File: config.mk
export PLATFORM = sky130hd
export DESIGN_NAME = if_stage_flat
export DESIGN_NICKNAME = d
export VERILOG_FILES = /design/src/rtl/if_stage_pkg.sv /design/src/rtl/if_stage_if.sv /design/src/rtl/if_next_pc.sv /design/src/rtl/if_stage.sv /design/src/flat_wrapper.sv
export SDC_FILE = /design/constraint.sdc
export NUM_CORES = 1
export LEC_CHECK = 0
export BUFFER_PORTS_ARGS = -buffer_cell sky130_fd_sc_hd__buf_2
export CORE_MARGIN = 10
export CORE_UTILIZATION = 50
export DETAILED_ROUTE_END_ITERATION = 7
export GPL_TIMING_DRIVEN = 0
export PLACE_DENSITY = 0.78
export SYNTH_ARGS = -nofsm -noshare
export SYNTH_HDL_FRONTEND = slang
export SYNTH_SLANG_ARGS = --single-unit
File: constraint.sdc
create_clock -name clk -period 4.6 [get_ports clk]
set_clock_uncertainty 0.1 [all_clocks]
set_input_delay 0.69 -clock clk [delete_from_list [all_inputs] [get_ports clk]]
set_output_delay 0.69 -clock clk [all_outputs]
set_load 0.01 [all_outputs]
File: src/rtl/if_stage_pkg.sv
// ----------------------------------------------------------------------------
// if_stage_pkg
// Shared definitions for the instruction-fetch stage:
//   INSTR_WIDTH       instruction / operand width
//   NOP_INSTR         encoding placed in IF/ID when it holds no instruction
//   RESET_PC_DEFAULT  default first fetch address after reset
//   if_state_t        fetch FSM states (ISSUE / WAIT / HOLD / DROP)
//   redirect_taken()  decode-side redirect decision shared with if_next_pc
// ----------------------------------------------------------------------------
package if_stage_pkg;

  localparam int INSTR_WIDTH = 32;

  localparam logic [INSTR_WIDTH-1:0] NOP_INSTR = '0;

  localparam logic [31:0] RESET_PC_DEFAULT = 32'h0000_0000;

  // ISSUE: send a request for pc
  // WAIT : one request outstanding, waiting for its response
  // HOLD : response arrived during a stall and sits in the skid register
  // DROP : outstanding response belongs to the wrong path and is discarded
  typedef enum logic [1:0] {
    IF_ISSUE = 2'd0,
    IF_WAIT  = 2'd1,
    IF_HOLD  = 2'd2,
    IF_DROP  = 2'd3
  } if_state_t;

  // Decode operands are stale while the hazard unit holds the pipe, so a
  // redirect is only honoured for a valid, unstalled instruction.
  function automatic logic redirect_taken(input logic valid,
                                          input logic stall,
                                          input logic j_op,
                                          input logic branch_op,
                                          input logic operands_eq);
    return valid & ~stall & (j_op | (branch_op & operands_eq));
  endfunction

endpackage

File: src/rtl/if_stage_if.sv
// ----------------------------------------------------------------------------
// if_stage_if
// Instruction-memory request/response bus between the fetch stage and memory.
//   W_imem_req     one-cycle request pulse (fetch stage -> memory)
//   W_imem_addr    request address, valid with W_imem_req
//   W_imem_rdata   fetched instruction word (memory -> fetch stage)
//   W_imem_rvalid  response strobe, one per request, in request order
// Modports: master = fetch stage, slave = instruction memory.
// ----------------------------------------------------------------------------
interface if_stage_if #(
  parameter int ADDR_WIDTH = 32
);
  import if_stage_pkg::*;

  logic                   W_imem_req;
  logic [ADDR_WIDTH-1:0]  W_imem_addr;
  logic [INSTR_WIDTH-1:0] W_imem_rdata;
  logic                   W_imem_rvalid;

  modport master (
    output W_imem_req,
    output W_imem_addr,
    input  W_imem_rdata,
    input  W_imem_rvalid
  );

  modport slave (
    input  W_imem_req,
    input  W_imem_addr,
    output W_imem_rdata,
    output W_imem_rvalid
  );

endinterface

File: src/rtl/if_next_pc.sv
// ----------------------------------------------------------------------------
// if_next_pc
// Combinational redirect decision and target for BEQ / J sitting in decode.
// Ports:
//   if_pc      PC of the instruction in IF/ID (decode)
//   if_valid   IF/ID holds a real instruction
//   stall      hazard-unit hold; suppresses the redirect
//   branch_op  decode holds BEQ
//   j_op       decode holds J (wins over BEQ)
//   rs_data    BEQ first operand
//   rt_data    BEQ second operand
//   imme       BEQ word offset, sign-extended
//   j_imme     J word index
//   taken      redirect this cycle
//   target     redirect address
// Targets are relative to pc+4 of the decode instruction (no delay slot).
// ----------------------------------------------------------------------------
module if_next_pc
  import if_stage_pkg::*;
#(
  parameter int ADDR_WIDTH = 32
) (
  input  logic [ADDR_WIDTH-1:0]  if_pc,
  input  logic                   if_valid,
  input  logic                   stall,
  input  logic                   branch_op,
  input  logic                   j_op,
  input  logic [INSTR_WIDTH-1:0] rs_data,
  input  logic [INSTR_WIDTH-1:0] rt_data,
  input  logic [15:0]            imme,
  input  logic [25:0]            j_imme,
  output logic                   taken,
  output logic [ADDR_WIDTH-1:0]  target
);

  logic [ADDR_WIDTH-1:0]  id_pc4;
  logic [ADDR_WIDTH-1:0]  br_offset;
  logic [ADDR_WIDTH-1:0]  br_target;
  logic [ADDR_WIDTH-1:0]  j_target;
  logic [INSTR_WIDTH-1:0] operand_diff;
  logic                   operands_eq;

  genvar gi;
  generate
    for (gi = 0; gi < INSTR_WIDTH; gi++) begin : g_cmp
      assign operand_diff[gi] = rs_data[gi] ^ rt_data[gi];
    end
  endgenerate

  assign operands_eq = ~|operand_diff;

  assign id_pc4    = if_pc + ADDR_WIDTH'(4);
  assign br_offset = {{(ADDR_WIDTH-18){imme[15]}}, imme, 2'b00};
  assign br_target = id_pc4 + br_offset;
  // J keeps the upper region bits of pc+4 and replaces the rest.
  assign j_target  = {id_pc4[ADDR_WIDTH-1:28], j_imme, 2'b00};

  assign taken  = redirect_taken(if_valid, stall, j_op, branch_op, operands_eq);
  assign target = j_op ? j_target : br_target;

endmodule

File: src/rtl/if_stage.sv
// ----------------------------------------------------------------------------
// if_stage
// Instruction-fetch stage with IF/ID pipeline register.
// Owns the PC, keeps at most one request outstanding to instruction memory,
// buffers a response that lands during a stall, and applies BEQ/J redirects
// from decode (no delay slot: wrong-path work is flushed or dropped).
// Ports:
//   clk             rising-edge clock
//   rst             asynchronous active-low reset
//   W_stall         hazard hold; freezes PC and IF/ID
//   W_ID_branch_op  decode holds BEQ
//   W_ID_j_op       decode holds J
//   W_ID_rs_data    decode rs operand
//   W_ID_rt_data    decode rt operand
//   W_ID_imme       decode immediate
//   W_j_imme        decode jump index
//   imem            instruction-memory bus (master side)
//   W_IF_instr      IF/ID instruction, NOP when not valid
//   W_IF_pc         PC of W_IF_instr
//   W_IF_valid      IF/ID holds a real instruction
//   W_IF_redirect   combinational: redirect taken this cycle
// Optional (macro IF_PERF_CNT_EN):
//   W_perf_fetch_cnt   IF/ID loads of a valid instruction
//   W_perf_bubble_cnt  unstalled cycles that end with IF/ID empty
// ----------------------------------------------------------------------------
module if_stage
  import if_stage_pkg::*;
#(
  parameter int                    ADDR_WIDTH = 32,
  parameter logic [ADDR_WIDTH-1:0] RESET_PC   = ADDR_WIDTH'(RESET_PC_DEFAULT)
) (
  input  logic                   clk,
  input  logic                   rst,
  input  logic                   W_stall,
  input  logic                   W_ID_branch_op,
  input  logic                   W_ID_j_op,
  input  logic [INSTR_WIDTH-1:0] W_ID_rs_data,
  input  logic [INSTR_WIDTH-1:0] W_ID_rt_data,
  input  logic [15:0]            W_ID_imme,
  input  logic [25:0]            W_j_imme,
  if_stage_if.master             imem,
  output logic [INSTR_WIDTH-1:0] W_IF_instr,
  output logic [ADDR_WIDTH-1:0]  W_IF_pc,
  output logic                   W_IF_valid,
  output logic                   W_IF_redirect
`ifdef IF_PERF_CNT_EN
  ,
  output logic [31:0]            W_perf_fetch_cnt,
  output logic [31:0]            W_perf_bubble_cnt
`endif
);

  if_state_t              state_reg;
  logic [ADDR_WIDTH-1:0]  pc_reg;
  logic [INSTR_WIDTH-1:0] skid_reg;
  logic [INSTR_WIDTH-1:0] if_instr_reg;
  logic [ADDR_WIDTH-1:0]  if_pc_reg;
  logic                   if_valid_reg;

  logic [ADDR_WIDTH-1:0]  pc_plus4;
  logic                   redirect;
  logic [ADDR_WIDTH-1:0]  redirect_target;
  logic                   issue_req;
  logic [ADDR_WIDTH-1:0]  issue_addr;

  assign pc_plus4 = pc_reg + ADDR_WIDTH'(4);

  if_next_pc #(
    .ADDR_WIDTH (ADDR_WIDTH)
  ) u_next_pc (
    .if_pc     (if_pc_reg),
    .if_valid  (if_valid_reg),
    .stall     (W_stall),
    .branch_op (W_ID_branch_op),
    .j_op      (W_ID_j_op),
    .rs_data   (W_ID_rs_data),
    .rt_data   (W_ID_rt_data),
    .imme      (W_ID_imme),
    .j_imme    (W_j_imme),
    .taken     (redirect),
    .target    (redirect_target)
  );

  // The next request goes out in the same cycle its predecessor's response
  // is consumed, which is what lets a 1-cycle memory sustain one fetch per
  // clock. Because of that the request is decoded combinationally.
  always_comb begin
    issue_req  = 1'b0;
    issue_addr = pc_reg;
    case (state_reg)
      IF_ISSUE: issue_req = 1'b1;
      IF_WAIT: begin
        if (imem.W_imem_rvalid) begin
          if (redirect) begin
            issue_req  = 1'b1;
            issue_addr = redirect_target;
          end else if (!W_stall) begin
            issue_req  = 1'b1;
            issue_addr = pc_plus4;
          end
        end
      end
      IF_HOLD: begin
        if (!W_stall && !redirect) begin
          issue_req  = 1'b1;
          issue_addr = pc_plus4;
        end
      end
      default: ;
    endcase
  end

  // Reset parks the FSM in ISSUE; masking with rst keeps the bus quiet
  // until reset is released.
  assign imem.W_imem_req  = issue_req & rst;
  assign imem.W_imem_addr = issue_addr;

  // pc_reg is the address of the fetch in flight (or about to be issued);
  // it advances when that fetch's instruction enters IF/ID.
  always_ff @(posedge clk or negedge rst) begin
    if (!rst) begin
      state_reg    <= IF_ISSUE;
      pc_reg       <= RESET_PC;
      skid_reg     <= NOP_INSTR;
      if_instr_reg <= NOP_INSTR;
      if_pc_reg    <= '0;
      if_valid_reg <= 1'b0;
    end else if (redirect) begin
      if_valid_reg <= 1'b0;
      if_instr_reg <= NOP_INSTR;
      pc_reg       <= redirect_target;
      if (state_reg == IF_WAIT && !imem.W_imem_rvalid) begin
        state_reg <= IF_DROP;
      end else if (state_reg == IF_HOLD) begin
        state_reg <= IF_ISSUE;
      end
    end else begin
      case (state_reg)
        IF_ISSUE: begin
          // Any response here predates reset; nothing is outstanding yet.
          state_reg <= IF_WAIT;
          if (!W_stall) begin
            if_valid_reg <= 1'b0;
            if_instr_reg <= NOP_INSTR;
          end
        end
        IF_WAIT: begin
          if (imem.W_imem_rvalid) begin
            if (W_stall) begin
              skid_reg  <= imem.W_imem_rdata;
              state_reg <= IF_HOLD;
            end else begin
              if_instr_reg <= imem.W_imem_rdata;
              if_pc_reg    <= pc_reg;
              if_valid_reg <= 1'b1;
              pc_reg       <= pc_plus4;
            end
          end else if (!W_stall) begin
            if_valid_reg <= 1'b0;
            if_instr_reg <= NOP_INSTR;
          end
        end
        IF_HOLD: begin
          if (!W_stall) begin
            if_instr_reg <= skid_reg;
            if_pc_reg    <= pc_reg;
            if_valid_reg <= 1'b1;
            pc_reg       <= pc_plus4;
            state_reg    <= IF_WAIT;
          end
        end
        IF_DROP: begin
          if (imem.W_imem_rvalid) begin
            state_reg <= IF_ISSUE;
          end
          if (!W_stall) begin
            if_valid_reg <= 1'b0;
            if_instr_reg <= NOP_INSTR;
          end
        end
        default: state_reg <= IF_ISSUE;
      endcase
    end
  end

  assign W_IF_instr    = if_instr_reg;
  assign W_IF_pc       = if_pc_reg;
  assign W_IF_valid    = if_valid_reg;
  assign W_IF_redirect = redirect;

`ifdef IF_PERF_CNT_EN
  logic        if_load;
  logic [31:0] perf_fetch_reg;
  logic [31:0] perf_bubble_reg;

  // IF/ID receives a valid instruction exactly on these conditions.
  always_comb begin
    if_load = ~redirect & ~W_stall &
              (((state_reg == IF_WAIT) & imem.W_imem_rvalid) |
               (state_reg == IF_HOLD));
  end

  always_ff @(posedge clk or negedge rst) begin
    if (!rst) begin
      perf_fetch_reg  <= '0;
      perf_bubble_reg <= '0;
    end else begin
      if (if_load) begin
        perf_fetch_reg <= perf_fetch_reg + 32'd1;
      end
      if (!W_stall && !if_load) begin
        perf_bubble_reg <= perf_bubble_reg + 32'd1;
      end
    end
  end

  assign W_perf_fetch_cnt  = perf_fetch_reg;
  assign W_perf_bubble_cnt = perf_bubble_reg;
`endif

endmodule

File: src/flat_wrapper.sv
// flat-port wrapper written by rule: the top's interface ports become plain ports
module if_stage_flat import if_stage_pkg::*;
#(
  parameter int                    ADDR_WIDTH = 32,
  parameter logic [ADDR_WIDTH-1:0] RESET_PC   = ADDR_WIDTH'(RESET_PC_DEFAULT)
)
  (clk, rst, W_stall, W_ID_branch_op, W_ID_j_op, W_ID_rs_data, W_ID_rt_data, W_ID_imme, W_j_imme, W_IF_instr, W_IF_pc, W_IF_valid, W_IF_redirect, imem_W_imem_req, imem_W_imem_addr, imem_W_imem_rdata, imem_W_imem_rvalid);
  if_stage_if #(.ADDR_WIDTH(ADDR_WIDTH)) imem_i ();
  input  logic clk;
  input  logic rst;
  input  logic W_stall;
  input  logic W_ID_branch_op;
  input  logic W_ID_j_op;
  input  logic [INSTR_WIDTH-1:0] W_ID_rs_data;
  input  logic [INSTR_WIDTH-1:0] W_ID_rt_data;
  input  logic [15:0] W_ID_imme;
  input  logic [25:0] W_j_imme;
  output logic [INSTR_WIDTH-1:0] W_IF_instr;
  output logic [ADDR_WIDTH-1:0] W_IF_pc;
  output logic W_IF_valid;
  output logic W_IF_redirect;
  output wire logic [$bits(imem_i.W_imem_req)-1:0] imem_W_imem_req;
  output wire logic [$bits(imem_i.W_imem_addr)-1:0] imem_W_imem_addr;
  input wire logic [$bits(imem_i.W_imem_rdata)-1:0] imem_W_imem_rdata;
  input wire logic [$bits(imem_i.W_imem_rvalid)-1:0] imem_W_imem_rvalid;
  assign imem_W_imem_req = imem_i.W_imem_req;
  assign imem_W_imem_addr = imem_i.W_imem_addr;
  assign imem_i.W_imem_rdata = imem_W_imem_rdata;
  assign imem_i.W_imem_rvalid = imem_W_imem_rvalid;
  if_stage #(.ADDR_WIDTH(ADDR_WIDTH), .RESET_PC(RESET_PC)) u_core (.clk(clk), .rst(rst), .W_stall(W_stall), .W_ID_branch_op(W_ID_branch_op), .W_ID_j_op(W_ID_j_op), .W_ID_rs_data(W_ID_rs_data), .W_ID_rt_data(W_ID_rt_data), .W_ID_imme(W_ID_imme), .W_j_imme(W_j_imme), .imem(imem_i), .W_IF_instr(W_IF_instr), .W_IF_pc(W_IF_pc), .W_IF_valid(W_IF_valid), .W_IF_redirect(W_IF_redirect));
endmodule
# After elaboration in Yosys (flattened, before gate mapping)
# Cells that the tools add are included.
op_classes:
  n_addsub: 3
  multipliers: 0
  div: 0
  n_lt_le_gt_ge: 0
  n_eq_ne: 10
  shifts: 0
  muxes: 36
  bitwise: 39
  n_reduce_logical: 16
ops:
  columns: ["cell", "count"]
  rows:
  - ["$mux W32", 14]
  - ["$pmux W32 S2", 3]
  - ["$pmux W32 S3", 1]
  - ["$add A32 B3 Y32 const B", 2]
  - ["$add A32 B32 Y32", 1]
  - ["$reduce_or A32 Y1", 1]
  - ["$xor A1 B1 Y1", 32]
  - ["$mux W2", 7]
  - ["$ne A3 B2 Y1 const B", 4]
  - ["$mux W1", 8]
  - ["$pmux W2 S4", 1]
  - ["$pmux W1 S3", 2]
  - ["$reduce_and A5 Y1", 1]
  - ["$and A1 B1 Y1", 4]
  - ["$eq A2 B2 Y1 const B", 2]
  - ["$logic_not A1 Y1", 4]
  - ["$ne A4 B3 Y1 const B", 1]
  - ["$reduce_and A2 Y1", 2]
  - ["$reduce_and A4 Y1", 1]
  - ["$ne A3 B3 Y1 const B", 1]
  - ["$reduce_and A3 Y1", 1]
  - ["$reduce_bool A3 Y1", 1]
  - ["$eq A2 B1 Y1 const B", 1]
  - ["$logic_and A1 B1 Y1", 2]
  - ["other kinds (6)", 7]
totals:
  register_bits: 131
  latchBits: 0
  ram_bits: 0
  romBits: 0
  in_bits: 144
  elab_cells: 110
  n_memories: 0

# Longest topological paths before layout
# Gate-level depths: netlist of run 1.
logic_depth:
  depth_word: 11
  ltp_mapped: 15
  depth_no_buf: 15

# By module
# A second synthesis of run 1 with hierarchy kept.
hier_totals:
  hier_cells: 1362
  hier_area_um2: 11492.3
modules_own_cells:
  columns: ["mod", "n_inst", "cells_each", "area_each_um2", "seq_area_each_um2"]
  rows:
  - ["if_stage", 1, 909, 8435.6, 3278.1]
  - ["if_next_pc", 1, 453, 3056.7, 0.0]

# Least setup slack after synthesis of run 1
# Ideal clock, no wire load.
synth_path:
  path_kind: "reg-to-output"
  startpoint: "reg u_core.if_pc_reg[8], in the netlist u_core.W_IF_pc[8]"
  endpoint: "out imem_W_imem_addr[29]"
  arrival_ps: 3851
  required_ps: 3810
  setup_slack_ps: -41
  stages_incl_launch_ff: 16
  path_buffers: 0
  cell_sequence: "dfrtp_1 > nand4_1 > or3_4 > nor3_1 > nand3_1 > xnor2_1 > ha_1 > a21o_1 > a211oi_2 > nand2_1 > o31ai_2 > a21boi_1 > o21a_1 > or4_1 > a31oi_1 > a221o_1"
synth_between:
  elab_chain_cells: 6
synth_rtl:
  columns: ["element", "line_no", "rtl"]
  rows:
  - ["from (decl)", "if_stage.sv:57", "logic [ADDR_WIDTH-1:0] if_pc_reg;"]
  - ["from (signal assigned)", "if_stage.sv:154", "if_pc_reg <= pc_reg;"]
  - ["from (signal assigned)", "if_stage.sv:166", "if_pc_reg <= pc_reg;"]
  - ["$add A32 B3 Y32 *", "if_next_pc.sv:52", "assign id_pc4 = if_pc + ADDR_WIDTH'(4);"]
  - ["$add A32 B32 Y32", "if_next_pc.sv:54", "assign br_target = id_pc4 + br_offset;"]
  - ["$mux W32 *", "if_next_pc.sv:59", "assign target = j_op ? j_target : br_target;"]
  - ["$mux W32 *", "if_stage.sv:94", "if (redirect) begin"]
  - ["$mux W32 *", "if_stage.sv:93", "if (imem.W_imem_rvalid) begin"]
  - ["$pmux W32 S2 *", "if_stage.sv:90", "case (state_reg)"]
  - ["to (decl)", "flat_wrapper.sv:23", "output wire logic [$bits(imem_i.W_imem_addr)-1:0] imem_W_imem_addr;"]
# Every way passes the cells marked *; elsewhere a longest branch is shown, timed or not.

# Worst setup path in the final report of run 1
layout_path:
  startpoint: "reg u_core.if_pc_reg[4], in the netlist u_core.W_IF_pc[4]"
  endpoint: "out imem_W_imem_addr[29]"
# The elaborated chain is that of the path after synthesis.

==> flow_summary.json, run 1 <==
{
  "initial_antenna_violation_count": 2,
  "mappedNetlistArea_mm2": 0.01065,
  "multiInputGateArea_mm2": 0.007647,
  "maxCapViolations": 0,
  "final_area_mm2": 0.01416,
  "design.core.area_mm2": 0.02102,
  "antenna_violation_net_count_after_detailed_routing": 0,
  "finalSetupViolations": 19,
  "fp.dieArea_mm2": 0.02754,
  "wl_per_cell_um": 23.78,
  "worst-endpoint-required_ps": 3810,
  "drt_iter0_drc": 1378,
  "areaGrowthSynthToFinish_pct": 32.91,
  "routed_via_density": 6.472,
  "sequential_cell_area_mm2": 0.003291,
  "grt_pass1_wl_um": 68150,
  "postSynth.topFlopCell": "dfrtp_1",
  "peakVddDrop_v": 0.0003688,
  "rsz0062_at_grt": "true",
  "rows": 53,
  "layout_net_count": 1787,
  "nFillCells": 1739,
  "synth.yosys.seq_area_share": 0.3077,
  "cts.clk_slew.worst_paths_ps": 60,
  "dr.pass1.iters": 8,
  "critical_path_class": "flop to output port",
  "hold_slack_ps": 77.58,
  "wirelength_routed_um": 44970,
  "synthesis.nets": 1454,
  "clock_tree.buffer_depth": 2,
  "cellPowerDensity_mw_per_mm2": 703.6,
  "post-dp-hpwl_um": 32300,
  "fin_cells": 1891,
  "worst-endpoint-arrival_ps": 4370,
  "min_period_over_period": 1.123,
  "die-width_um": 166.0,
  "layout-drive-gt1-share": 0.3575,
  "post_synth.cell_area_avg_um2": 8.395,
  "cts_num_sinks": 131,
  "routabilityCongestion": 1.001,
  "grt_max_degree": 88,
  "synth_seq_cells": 131,
  "worstSetupEndpointType": "output port",
  "worstSkewPairLatency_ps": 430,
  "achievable-frequency_ghz": 0.1936,
  "place_inst": 1786,
  "warnings_synthesis": 0,
  "asyncSetResetFlopFracSynth": 1.000,
  "floorplan.initialDensity": 0.5068,
  "htree_levels": 4,
  "io_pins": 243,
  "die-height_um": 166.0,
  "postSynthCellCount": 1269,
  "slew_violations": 0,
  "grt_overflow": 0,
  "timing.final.hold_violations": 0,
  "detailed_place.area_mm2": 0.01224,
  "number_of_synthesized_flops_with_an_enable_pin": 0,
  "ctsRootBufferMaster": "clkbuf_16",
  "worst_slew_margin": 0.3722,
  "tightest_slew_ps": 935.4,
  "place_ws_ps": -1052,
  "cts_inserted_buffers": 17,
  "route.vias.total": 12240,
  "layout_min_cycle_time_ps": 5164,
  "failed_checks": "design-rule violations, negative setup slack",
  "tritoncts": "done",
  "hold_path_class": "input port to async pin",
  "start_kind": "flop",
  "buffer_ports.inserted": 241,
  "hold_buffers": 0,
  "drc": 2,
  "leakage_nw": 6.078,
  "fin_ws_ps": -564.2,
  "power.total_mw": 9.963,
  "first_global_vias": 12140,
  "count_of_cell_types_in_the_netlist": 73,
  "run_status": "finished, violations left",
  "critPathMaxFanout": 4,
  "groute.usage.overall": 0.3013
}
[layer usage]
metal	global-route usage	up-vias	share of wire
li1	-	5445	-
met1	0.3752	5921	0.39
met2	0.4909	748	0.48
met3	0.07028	125	0.093
met4	0.1244	0	0.036
met5	0	-	0
[worst paths after layout]
kind	start	end	slack [ps]	cells past startpoint
min reg2reg	u_core.skid_reg[11]	u_core.skid_reg[11]	410	1
min in group clk	u_core.skid_reg[11]	u_core.skid_reg[11]	410	1
max in group asynchronous	rst	u_core.W_IF_pc[3]	3490	2
max reg2reg	u_core.W_IF_pc[4]	u_core.pc_reg[23]	100	22
min	rst	u_core.skid_reg[16]	80	1
max	u_core.W_IF_pc[4]	imem_W_imem_addr[29]	-560	16
[power breakdown]
part	internal [mW]	switching, mW	total (mW)
combinational	2.65	3.83	6.48
sequential	1.68	0.490	2.17
clock	0.768	0.542	1.31
[cell families after synthesis]
kind of cell | share of synthesized area
AOI/OAI and AO/OA | 0.2602
and+or+nand+nor | 0.1799
DFF | 0.3077
buffers and inverters | 0.04510
muxes | 0.08997
xor gates and xnor gates | 0.06824
adders and majority gates | 0.04886
[cell usage in the layout (no fill, tap or decap), types with 12 or more instances in the layout]
cell	count
ha_1	33
o21ai_0	74
o211ai_1	18
o22ai_1	21
nand4_1	23
nand2_1	112
nor2_1	74
a22o_1	15
dfrtp_1	121
a221oi_1	32
xor2_1	22
o41ai_1	17
clkbuf_1	67
clkbuf_16	17
buf_4	69
mux2_2	77
buf_2	250
xnor2_1	50
o21ai_1	13
a211oi_1	12
a21oi_1	80
nand3_1	42
a21oi_2	14
nor3_1	43
inv_1	27
[stage by stage]
step,utilization,TNS (ps)
after global routing,0.6733,-7682
after detailed placement,0.5823,-8796
after CTS,0.6483,-4051
after global placement,0.5807,-8921
after floorplan,-,0
final,0.6735,-5602
[layout make-up]
cell class	count	share of cell area
Clock buffer	19	0.03199
Buffer	90	0.02589
Multi-Input combinational cell	1017	0.5401
Clock inverter	12	0.007688
Antenna cell	2	0.0003535
Timing Repair Buffer	317	0.1298
Inverter	28	0.007423
Sequential cell	131	0.2324
Tap cell	275	0.02430
[synthesized netlist by cell type (all sizes together) (4+ instances only)]
| master | count | area, um^2 |
|---|---|---|
| o22ai | 21 | 131.4 |
| a21o | 7 | 52.55 |
| and2 | 12 | 75.07 |
| nor3 | 46 | 235.2 |
| inv | 28 | 105.1 |
| a22o | 15 | 131.4 |
| o31ai | 9 | 72.57 |
| xor2 | 28 | 245.2 |
| o221ai | 11 | 96.34 |
| xnor2 | 55 | 481.7 |
| o211ai | 18 | 135.1 |
| nor4 | 11 | 93.84 |
| nand4 | 23 | 143.9 |
| nand3 | 44 | 220.2 |
| ha | 40 | 500.5 |
| mux2 | 78 | 878.3 |
| nand2b | 9 | 56.30 |
| a211oi | 17 | 132.6 |
| clkbuf | 72 | 272.8 |
| o41ai | 17 | 148.9 |
| mux2i | 8 | 80.08 |
| a221oi | 35 | 319.1 |
| or3 | 6 | 42.54 |
| nand2 | 120 | 450.4 |
| o311ai | 5 | 43.79 |
| o22a | 5 | 43.79 |
| dfrtp | 131 | 3278 |
| nor2 | 80 | 302.8 |
| o21ai | 95 | 479.2 |
| buf | 21 | 102.6 |
| nand3b | 4 | 30.03 |
| a21oi | 99 | 495.5 |
| o21a | 9 | 67.56 |
| and4 | 6 | 52.55 |
| a31oi | 17 | 112.6 |
| nor2b | 10 | 62.56 |
| a221o | 10 | 100.1 |
| and3 | 12 | 75.07 |
| a211o | 6 | 52.55 |
[worst max-delay path, cell delays in order (launching register included)]
cell	delay (ps)
dfrtp_2	400
nand4_1	120
buf_6	150
nor4_4	410
and2_4	260
nand4_1	110
xnor2_1	160
ha_1	340
a211oi_2	280
nand2_1	130
o31ai_4	310
a21boi_2	80
o21a_1	220
or4_4	450
a31oi_4	170
a221o_1	190
buf_2	140
[timing repair]
item | CTS | global route
resized for setup | 106 | 74
setup endpoints to repair | 23 | 24
setup buffers | 53 | 26
gates cloned | 0 | 0
pin swaps | 57 | 63
Note: power is estimated with default switching activity, not from simulation.
==> run 2, diff against run 1 <==
CORE_UTILIZATION = 56   (was 50)
CTS_CLUSTER_DIAMETER = 120   (was unset)
MAX_ROUTING_LAYER = met4   (was unset)
PLACE_DENSITY = 0.82   (was 0.78)
clock period = 4.9 ns   (was 4.6 ns; I/O delays follow)
==> run 2 against run 1 <==
  * The run ends with negative setup slack left
  * Via count fell by 0.66%
  * Sequential power fell by 6%
  * Register-to-register slack improved by 940 ps
  * Setup slack improved by 420 ps
  * Total power fell by 7.6%
  * Hold slack improved by 77 ps
  * Critical path depth rose by 1
  * Utilization rose by 6.6 points
  * Final area fell by 2.3%
==> flow_summary.json, run 2 (synthesis gave the netlist of run 1 again) <==
{
  "final_area_mm2": 0.01383,
  "worst-endpoint-arrival_ps": 4210,
  "min_period_over_period": 1.030,
  "clock_tree.buffer_depth": 2,
  "rows": 50,
  "cts.clk_slew.worst_paths_ps": 60,
  "cts_inserted_buffers": 17,
  "initial_antenna_violation_count": 2,
  "critical_path_class": "flop to output port",
  "first_global_vias": 11890,
  "rsz0062_at_grt": "true",
  "start_kind": "flop",
  "fin_ws_ps": -145.2,
  "tritoncts": "done",
  "commonest_cells_after_routing_fill_and_taps_aside": "buf_2 (251), dfrtp_1 (121), nand2_1 (116)",
  "worstSkewPairLatency_ps": 430,
  "globalRoute.busiestLayer": "met2",
  "cellPowerDensity_mw_per_mm2": 665.6,
  "routed_via_density": 6.640,
  "dr.pass1.iters": 6,
  "areaGrowthSynthToFinish_pct": 29.87,
  "die-width_um": 157.9,
  "buffer_ports.inserted": 241,
  "htree_levels": 4,
  "run_status": "finished, violations left",
  "leakage_nw": 5.966,
  "finalSetupViolations": 12,
  "setup_total_negative_slack_ps": -787.9,
  "groute.usage.overall": 0.3369,
  "groute.layer.met1.usage": 0.4153,
  "groute.layer.met3.usage": 0.07273,
  "cts_num_sinks": 131,
  "post-dp-hpwl_um": 30770,
  "detailed_place.area_mm2": 0.01219,
  "worst_slew_margin": 0.4353,
  "cp_peak_stage_delay_ps": 390,
  "power.total_mw": 9.208,
  "crit_buf_inv": 3,
  "place_inst": 1745,
  "critical_path.slowest_cell": "dfrtp_2",
  "drc": 0,
  "grt_pass1_wl_um": 64700,
  "failed_checks": "negative setup slack",
  "io_pins": 243,
  "timing.final.hold_violations": 0,
  "drt_iter0_drc": 1272,
  "hold_path_class": "input port to async pin",
  "wl_per_cell_um": 23.64,
  "nFillCells": 1426,
  "cell_family_with_the_largest_share_of_critical_path_delay": "compound AO/OA/AOI/OAI gates",
  "routabilityCongestion": 0.9987,
  "hold_buffers": 0,
  "maxCapViolations": 0,
  "layout_net_count": 1768,
  "floorplan.initialDensity": 0.5695,
  "tightest_slew_ps": 841.4,
  "fp.dieArea_mm2": 0.02494,
  "layout_commonest_cell": "buf_2",
  "ctsRootBufferMaster": "clkbuf_16",
  "global_route.usage.met2": 0.5298,
  "grt_overflow": 0,
  "die-height_um": 157.9,
  "critPathMaxFanout": 4,
  "wirelength_routed_um": 43280,
  "layout_min_cycle_time_ps": 5045,
  "worstSetupEndpointType": "output port",
  "cells_traversed_along_the_worst_timing_path": "nand4_1 -> nor4_4 -> buf_4 -> nand4_1 -> xnor2_1 -> ha_2 -> a21oi_4 -> o21bai_4 -> nor2b_4 -> o31ai_4 -> buf_4 -> nand2_4 -> xor2_4 -> o221ai_2 -> a211o_1 -> o211ai_1 -> buf_2",
  "achievable-frequency_ghz": 0.1982,
  "worst-endpoint-required_ps": 4070,
  "route.vias.total": 12160,
  "layout-drive-gt1-share": 0.3354,
  "place_ws_ps": -672.5,
  "slew_violations": 0,
  "antenna_violation_net_count_after_detailed_routing": 0,
  "grt_max_degree": 82,
  "fin_cells": 1831,
  "design.core.area_mm2": 0.01871,
  "peakVddDrop_v": 0.0003749
}
## run 2: cell count changes in the layout (fill, tap and decap cells not counted), sizes merged
| cell | before | now |
|---|---|---|
| buf | 337 | 318 |
| clkinv | 8 | 4 |
| clkbuf | 89 | 92 |
| bufinv | 1 | 3 |
| inv | 29 | 28 |
## run 2: timing repair
action | in CTS | in global routing
endpoints found under the setup margin | 19 | 21
buffers inserted | 40 | 16
hold endpoints to repair | 0 | 0
pin swaps | 35 | 57
resized for setup | 54 | 92
## run 2: worst register-to-register path: stages (launching register included)
cell	delay (ps)
dfrtp_2	390
nand4_1	210
nor4_4	380
buf_4	180
nand4_1	90
xnor2_1	180
ha_2	330
a21oi_4	220
o21bai_4	110
nor2b_4	140
o31ai_4	330
buf_4	190
nand2_4	60
xor2_4	200
o221ai_2	120
a211o_1	300
buf_4	140
o21ai_1	120
## run 2: path summary, 6_finish.rpt
| path | start | to | slack, ps | depth (start not counted) |
|---|---|---|---|---|
| worst min register to register | u_core.skid_reg[25] | u_core.skid_reg[25] | 410 | 1 |
| worst max register to register | u_core.W_IF_pc[5] | u_core.pc_reg[25] | 1040 | 17 |
| max in group asynchronous | rst | u_core.W_IF_pc[15] | 3710 | 2 |
| worst min-delay path | rst | u_core.skid_reg[18] | 150 | 1 |
| min in group clk | u_core.skid_reg[25] | u_core.skid_reg[25] | 410 | 1 |
| worst max-delay path | u_core.W_IF_pc[5] | imem_W_imem_addr[25] | -150 | 17 |
## run 2: metrics by stage
| step | hold slack (ps) | util |
|---|---|---|
| floorplan | 339.4 | - |
| global placement | 387.2 | 0.6496 |
| detailed placement | 393.5 | 0.6514 |
| CTS | 161.4 | 0.7102 |
| global route | 193.7 | 0.7396 |
| finish | 155.0 | 0.7396 |
## run 2: power breakdown
part | internal (mW) | switching (mW)
Sequential | 1.58 | 0.452
Clock | 0.835 | 0.496
Combinational | 2.34 | 3.51
Total | 4.75 | 4.46
## run 2: layout make-up
cell class / count / area (um^2) / area share
plain buffers: 91 / 369.1 / 0.02668
clock buffers: 22 / 474.2 / 0.03428
flip-flops and latches: 131 / 3291 / 0.2379
well taps: 234 / 292.8 / 0.02116
diodes: 2 / 5.005 / 0.0003618
multi-input cells: 1017 / 7503 / 0.5424
clock inverters: 9 / 128.9 / 0.009315
repair buffers: 297 / 1665 / 0.1204
inverters: 28 / 105.1 / 0.007597
## run 2: metal layers
| layer | vias to the layer above | share of wire |
|---|---|---|
| met5 | - | 0 |
| li1 | 5413 | - |
| met1 | 5790 | 0.38 |
| met3 | 142 | 0.11 |
| met2 | 813 | 0.47 |
| met4 | 0 | 0.038 |
==> run 3, diff against run 2 <==
CELL_PAD_IN_SITES_DETAIL_PLACEMENT = 0   (was unset)
CELL_PAD_IN_SITES_GLOBAL_PLACEMENT = 1   (was unset)
CORE_UTILIZATION = 41   (was 56)
==> run 3 against run 2 <==
  * The flow still finishes with violations (negative setup slack)
  * Sequential power about the same
  * Count of clock-buffer cells in the layout is 3 lower
  * Setup slack lost 210 ps
  * Die area rose by 32%
  * Via count is 3.5% lower
  * Clock power about the same
  * Wire length is 2.4% higher
  * Largest cell class unchanged
  * Global-route usage shrank 7.7 points
==> flow_summary.json, run 3 (synthesis gave the netlist of run 1 again) <==
{
  "layout_commonest_cell": "buf_2",
  "tightest_slew_ps": 925.4,
  "die-height_um": 181.2,
  "switching_share": 0.4826,
  "post-dp-hpwl_um": 32940,
  "slew_violations": 0,
  "areaGrowthSynthToFinish_pct": 29.53,
  "layout_min_cycle_time_ps": 5255,
  "grt_overflow": 0,
  "fin_ws_ps": -355.4,
  "cts.clk_slew.worst_paths_ps": 60,
  "hold_path_class": "input port to async pin",
  "routabilityCongestion": 0.9401,
  "setup_total_negative_slack_ps": -1593,
  "worstSetupEndpointType": "output port",
  "dr.pass1.iters": 7,
  "route.vias.total": 11730,
  "run_status": "finished, violations left",
  "worstSkewPairLatency_ps": 440,
  "cts_num_sinks": 131,
  "antenna_violation_net_count_after_detailed_routing": 0,
  "maxCapViolations": 0,
  "worst_slew_margin": 0.3789,
  "timing.final.hold_violations": 0,
  "first_global_vias": 11650,
  "drt_iter0_drc": 1361,
  "power.switching_mw": 4.389,
  "htree_levels": 4,
  "nFillCells": 2484,
  "grt_pass1_wl_um": 66890,
  "tritoncts": "done",
  "fp.dieArea_mm2": 0.03283,
  "wl_per_cell_um": 23.05,
  "cts_inserted_buffers": 17,
  "peakVddDrop_v": 0.0003390,
  "rsz0062_at_grt": "true",
  "worst-endpoint-arrival_ps": 4420,
  "leakage_nw": 5.899,
  "reg_to_reg_setup_timing_slack_ps": 810,
  "commonest_cells_after_routing_fill_and_taps_aside": "buf_2 (250), dfrtp_1 (120), nand2_1 (111)",
  "clkPwrFrac": 0.149,
  "final_util": 0.5433,
  "die-width_um": 181.2,
  "buffer_ports.inserted": 241,
  "cell_internal_pwr_mw": 4.706,
  "failed_checks": "negative setup slack",
  "critPathMaxFanout": 4,
  "wirelength_routed_um": 44300,
  "min_period_over_period": 1.073,
  "layout-drive-gt1-share": 0.3302,
  "gate_power_share": 0.626,
  "achievable-frequency_ghz": 0.1903,
  "start_kind": "flop",
  "floorplan.initialDensity": 0.4194,
  "initial_antenna_violation_count": 2,
  "cellPowerDensity_mw_per_mm2": 659.1,
  "io_pins": 243,
  "rows": 58,
  "worst-endpoint-required_ps": 4070,
  "p_seq_frac": 0.225,
  "ctsRootBufferMaster": "clkbuf_16",
  "critical_path_class": "flop to output port",
  "groute.usage.overall": 0.2601,
  "layout_net_count": 1762,
  "grt_max_degree": 78,
  "clock_tree.buffer_depth": 2,
  "drc": 0,
  "design.core.area_mm2": 0.02540,
  "finalSetupViolations": 11,
  "routed_via_density": 6.105
}
-- run 3: final cells by class --
class,instances,area [um^2],area share
inverter,28,105.1,0.007617
clock inverter,13,157.7,0.01143
multi-input combinational,1017,7371,0.5342
sequential,131,3292,0.2386
tap,330,412.9,0.02992
clock buffer,19,452.9,0.03283
timing repair buffer,291,1634,0.1184
buffer,91,367.9,0.02666
antenna,2,5.005,0.0003627
-- run 3: routing by layer --
metal	global-route usage	vias up	share of wire
met5	-	-	0
met2	0.4171	536	0.48
li1	-	5416	-
met4	0.08266	0	0.025
met3	0.04256	82	0.071
met1	0.3284	5699	0.43
-- run 3: worst paths after layout --
path | end | cells past startpoint | start
worst max-delay path | imem_W_imem_addr[29] | 18 | u_core.W_IF_pc[6]
worst min-delay path | u_core.skid_reg[18] | 1 | rst
worst max register to register | u_core.pc_reg[29] | 18 | u_core.W_IF_pc[6]
worst min register to register | u_core.skid_reg[27] | 1 | u_core.skid_reg[27]
max in group asynchronous | u_core.W_IF_pc[14] | 2 | rst
min in group clk | u_core.skid_reg[27] | 1 | u_core.skid_reg[27]
-- run 3: power groups by stage --
stage	logic, mW	clock network [mW]	registers, mW
global placement	4.98	0	2.05
finish	5.70	1.36	2.04
detailed placement	5.04	0	2.06
CTS	5.35	1.36	2.01
floorplan	3.31	0	2.02
global route	6.15	1.40	2.10
-- run 3: worst max-delay path, stage by stage, from the launching register on --
cell	delay, ps
dfrtp_1	400
nand4_1	130
buf_6	160
nor4_4	330
buf_4	180
and2_4	160
nand4_1	110
xnor2_1	200
ha_1	300
buf_6	140
a211oi_4	220
nand2_2	100
o31ai_4	300
a21boi_1	100
o21a_1	220
or4_4	440
a31oi_4	170
a221o_1	180
buf_2	130
-- run 3: metrics by stage --
stage                     cell area (um^2)  std cells  hold WS (ps)  setup slack, ps  power, mW
after floorplan                      10650       1269         339.4            213.7      5.328
after global placement               12270       1840         387.3           -929.4      7.027
after detailed placement             12310       1841         393.4           -854.3      7.100
after CTS                            13370       1904         186.6           -221.2      8.718
after global routing                 13800       1922         207.3           -508.9      9.650
final                                13800       1922         155.4           -355.4      9.095
-- run 3: repair_timing --
action	4_1_cts	5_1_grt
buffers inserted	33	17
resized for setup	61	68
hold buffers	0	0
endpoints found under the setup margin	21	22
pin swaps	36	40
